## config.mk

```make
export PLATFORM = sky130hd
export DESIGN_NAME = stream_chunk_sum
export DESIGN_NICKNAME = d
export VERILOG_FILES = /design/src/rtl/stream_chunk_sum.sv
export SDC_FILE = /design/constraint.sdc
export NUM_CORES = 1
export LEC_CHECK = 0
export BUFFER_PORTS_ARGS = -buffer_cell sky130_fd_sc_hd__buf_4
export CAP_MARGIN = 20
export CORE_ASPECT_RATIO = 1.4
export CORE_UTILIZATION = 60
export DETAILED_ROUTE_END_ITERATION = 8
export GPL_ROUTABILITY_DRIVEN = 0
export GPL_TIMING_DRIVEN = 0
export HOLD_SLACK_MARGIN = 0.02
export MAX_ROUTING_LAYER = met4
export PLACE_DENSITY = 0.87
export SLEW_MARGIN = 20
export SYNTH_ARGS = -nofsm -noshare
export SYNTH_HDL_FRONTEND = slang
export SYNTH_SLANG_ARGS = --single-unit
```

## constraint.sdc

```tcl
create_clock -name clk -period 4.15 [get_ports clk]
set_input_delay 0.2075 -clock clk [delete_from_list [all_inputs] [get_ports clk]]
set_output_delay 0.2075 -clock clk [all_outputs]
set_load 0.02 [all_outputs]
```

## src/rtl/stream_chunk_sum.sv

```systemverilog
// Accumulates a valid/ready element stream and emits one registered sum per CHUNK
// elements, or an early partial sum when flush is pulsed.
module stream_chunk_sum #(
  parameter int N     = 8,
  parameter int CHUNK = 4,
  parameter int OUT_W = 12
) (
  input  logic             clk,
  input  logic             rst,
  input  logic [N-1:0]     sIn,
  input  logic             sIn_valid,
  output logic             sIn_ready,
  input  logic             flush,
  output logic [OUT_W-1:0] sOut,
  output logic [4:0]       sOut_count,
  output logic             sOut_valid,
  input  logic             sOut_ready
);

  logic [OUT_W-1:0] acc;
  logic [OUT_W-1:0] sum_next;
  logic [4:0]       cnt;
  logic [4:0]       total;
  logic             in_beat;
  logic             out_beat;
  logic             emit;

  // Input stalls only while a finished sum is still waiting for the consumer.
  assign sIn_ready = !sOut_valid || sOut_ready;
  assign in_beat   = sIn_valid && sIn_ready;
  assign out_beat  = sOut_valid && sOut_ready;

  // Sum and element count including this cycle's beat; the sum wraps at OUT_W bits.
  assign sum_next = in_beat ? acc + OUT_W'(sIn) : acc;
  assign total    = in_beat ? cnt + 5'd1 : cnt;

  // A full chunk always emits; flush emits only a non-empty partial and never
  // while the output register is held.
  assign emit = (total == 5'(CHUNK)) || (flush && sIn_ready && (total != 5'd0));

  // NOTE: every register here uses <= so all of them sample pre-edge values.
  always_ff @(posedge clk or posedge rst) begin
    if (rst) begin
      acc        <= '0;
      cnt        <= '0;
      sOut       <= '0;
      sOut_count <= '0;
      sOut_valid <= 1'b0;
    end else if (emit) begin
      // Loading a new sum while the old one drains keeps sOut_valid high.
      sOut       <= sum_next;
      sOut_count <= total;
      sOut_valid <= 1'b1;
      acc        <= '0;
      cnt        <= '0;
    end else begin
      acc <= sum_next;
      cnt <= total;
      if (out_beat) sOut_valid <= 1'b0;
    end
  end

endmodule
```

==> results by group <==
Clock network
  • Post CTS Setup Buffer Count: 0
  • Post-cts resize count: 0
  • CTS Buf Count: 5
  • Hold_buf cts: 0
  • Depth of the CTS H-tree: 2
  • Clock Latency Late Sink: between 0.2 and 0.3 ns
  • Root Buffer: clkbuf_8
  • Clock-pin slew on the worst setup and hold paths: 0.07 ns
  • Clock tree sinks: 35
  • CTS tree: yes
  • Clock tree buffer depth: 2

Detailed routing
  • Routed vias/inst: approximately 5.7
  • Top sig layer: met4
  • Routed length on met2: approximately 2100 microns
  • # DRC: 0
  • WL final: 3790 microns
  • Drt first pass iters: 4
  • Wirelength per Cell: 14.6 microns
  • Met1 WL: between 1000 and 1500 microns
  • Metal3 WL: about 130 microns
  • Antenna Nets Post-Route: 0
  • First DRT Iteration DRCs: 32
  • Vias: 1,472

Min path
  • Hold WC Path Type: input pin to asynchronous set/reset pin

STA
  • Slew of the pin with the lowest slew margin: about 0.73 ns
  • Max Freq: slightly below 400 MHz
  • Fin crit share: 0.613
  • Rel. slew slack: 0.514
  • RSZ-0062 raised after global routing: false
  • Total negative slack: 0 ns
  • Clock Skews: ~0.0026 ns
  • Hold Fails Final Rpt: 0
  • Final Slew Violations: 0
  • Endpoints failing setup: 0
  • Fin crit period: between 2 and 3 ns

Synth
  • Async SR Flop Fraction: 1.00
  • Seq/Total Area, Yosys: 0.454
  • Post-Syn Instances: 183
  • Synth Flop Type: dfrtp_1
  • Cell Area, Synth: roughly 1900 sq um
  • Post-Syn Area per Cell: between 10 and 15 sq um
  • Yosys warnings: 0
  • Seq cells post-synth: 35
  • Post-Syn Nets: just over 200
  • Post-synth EDFFs: 0
  • Netlist cell types: 41

Floorplanning
  • Chip width: between 40 and 50 microns
  • I/O pin total: 32
  • Die Area: 3450 sq um
  • Core ar.: roughly 3100 sq um
  • Row count: 24
  • Die Span Y: approximately 69 microns
  • Starting Density: 0.624

Placed design
  • Hpwl dp: between 2000 and 3000 microns
  • I/O Buffers: 31
  • Placed insts: about 250

Power and ir drop
  • Power Total: approximately 1.6 mW
  • Max IR drop VDD: around 0.44 mV
  • P per Cell Area: around 690 nW/um^2
  • Static Leak: approximately 1.1 nW

Global routing
  • Total congestion overflow: 0
  • Number of global-route vias before repair: between 1,500 and 2,000
  • First-pass GRT wire length: between 6000 and 7000 microns
  • Gr usage total: 0.259
  • Initial antenna violation count: 0
  • Largest net degree at the start of global routing: 36

Critical path
  • R2R depth: 7
  • Critical path fanouts, max: 10
  • Max incr delay on CP: roughly 0.50 ns
  • CP cell instances: ha_1 -> and4b_1 -> nand3_1 -> a311oi_2 -> mux2i_2 -> buf_6 -> mux2i_1
  • Worst path slowest cell: mux2i_2
  • Crit. path cell count: 7
  • Crit end category: flop
  • Worst Path Required: ~4.4 ns
  • Worst setup SP type: flop
  • CP Buf/Inv Count: 1
  • CP top delay family: multiplexers
  • WP data arrival: around 2.7 ns
  • Crit Path Category: flop to flop

Final layout
  • # nets final: between 200 and 250
  • Commonest non-fill, non-tap cell in the layout: dfrtp_1
  • Non-filler instance count after layout: roughly 260
  • Share of layout cells above drive strength 1: 0.218
  • N_diodes: 0
  • Filler instances: between 200 and 250
  • Commonest cells after routing, fill and taps aside: dfrtp_1 (35), buf_4 (31), mux2i_1 (20)
  • P&R area growth vs syn: 18.5%

Flow run
  • MaxCap Viol Count: 0

Outcome
  • Status: completed
[state kept, by name (all words and copies together), names as in the netlist]
signal and flops:
sOut_count 5, cnt 5, acc 12, sOut_valid 1, sOut 12
[layout make-up]
type	instances	area [sq um]	area share
sequential	35	876	0.383
multi-input combinational	122	923	0.404
buffer	6	53.8	0.0235
clock buffer	5	68.8	0.0301
inverter	20	76.3	0.0334
clock inverter	1	7.51	0.00328
tap	39	48.8	0.0213
timing repair buffer	31	233	0.102
[logic make-up (layout without fill, tap and decap cells)]
logic type	Yosys count	in the layout	synth area share
simple gates	45	45	0.121
compound gates	32	32	0.112
flops	35	35	0.454
xor+xnor	12	12	0.0545
buf+inv	26	63	0.0674
fa+ha+maj	10	10	0.0687
mux	23	23	0.123
[worst paths after layout]
path / from / end / slack (ns)
setup / recovery: cnt[0]$_DFF_PP0_ / sOut[3]$_DFFE_PP0P_ / 1.61
hold / removal: rst / sOut_count[4]$_DFFE_PP0P_ / 0.05
setup reg to reg: cnt[0]$_DFF_PP0_ / sOut[3]$_DFFE_PP0P_ / 1.61
hold reg to reg: sOut_count[0]$_DFFE_PP0P_ / sOut_count[0]$_DFFE_PP0P_ / 0.49
max in group asynchronous: rst / cnt[0]$_DFF_PP0_ / 3.63
min in group clk: flush / cnt[4]$_DFF_PP0_ / 0.28
[synthesized netlist by cell type (4+ instances only)]
cell,number,area (sq um)
nand2_1,5,18.8
dfrtp_1,35,876
inv_1,19,71.3
ha_1,9,113
mux2i_1,20,200
a21oi_1,8,40.0
nor2_1,19,71.3
xor2_1,8,70.1
xnor2_1,4,35.0
buf_6,4,45.0
o21ai_0,4,20.0
[power breakdown]
part	leakage (nW)	total, mW	internal, mW	switching (mW)
clock	0.0361	0.223	0.111	0.112
sequential	0.458	0.537	0.459	0.0782
combinational	0.646	0.829	0.368	0.461
total	1.14	1.59	0.938	0.652
[through the flow]
step | hold WS, ns | instance area, sq um | setup slack (ns) | util
6_report | 0.0475 | 2290 | 1.61 | 0.739
5_1_grt | 0.118 | 2290 | 1.51 | 0.739
2_1_floorplan | 0.362 | 1930 | 1.92 | -
3_3_place_gp | 0.473 | 2210 | 1.71 | 0.715
4_1_cts | 0.0723 | 2290 | 1.60 | 0.739
3_5_place_dp | 0.382 | 2210 | 1.65 | 0.715
[layer usage]
metal  vias to the layer above  GRT usage
met3                        10     0.0596
met4                         0      0.127
li1                        711          -
met5                         -          -
met1                       711      0.262
met2                        40      0.453
Power figures use the tool's default switching activity.
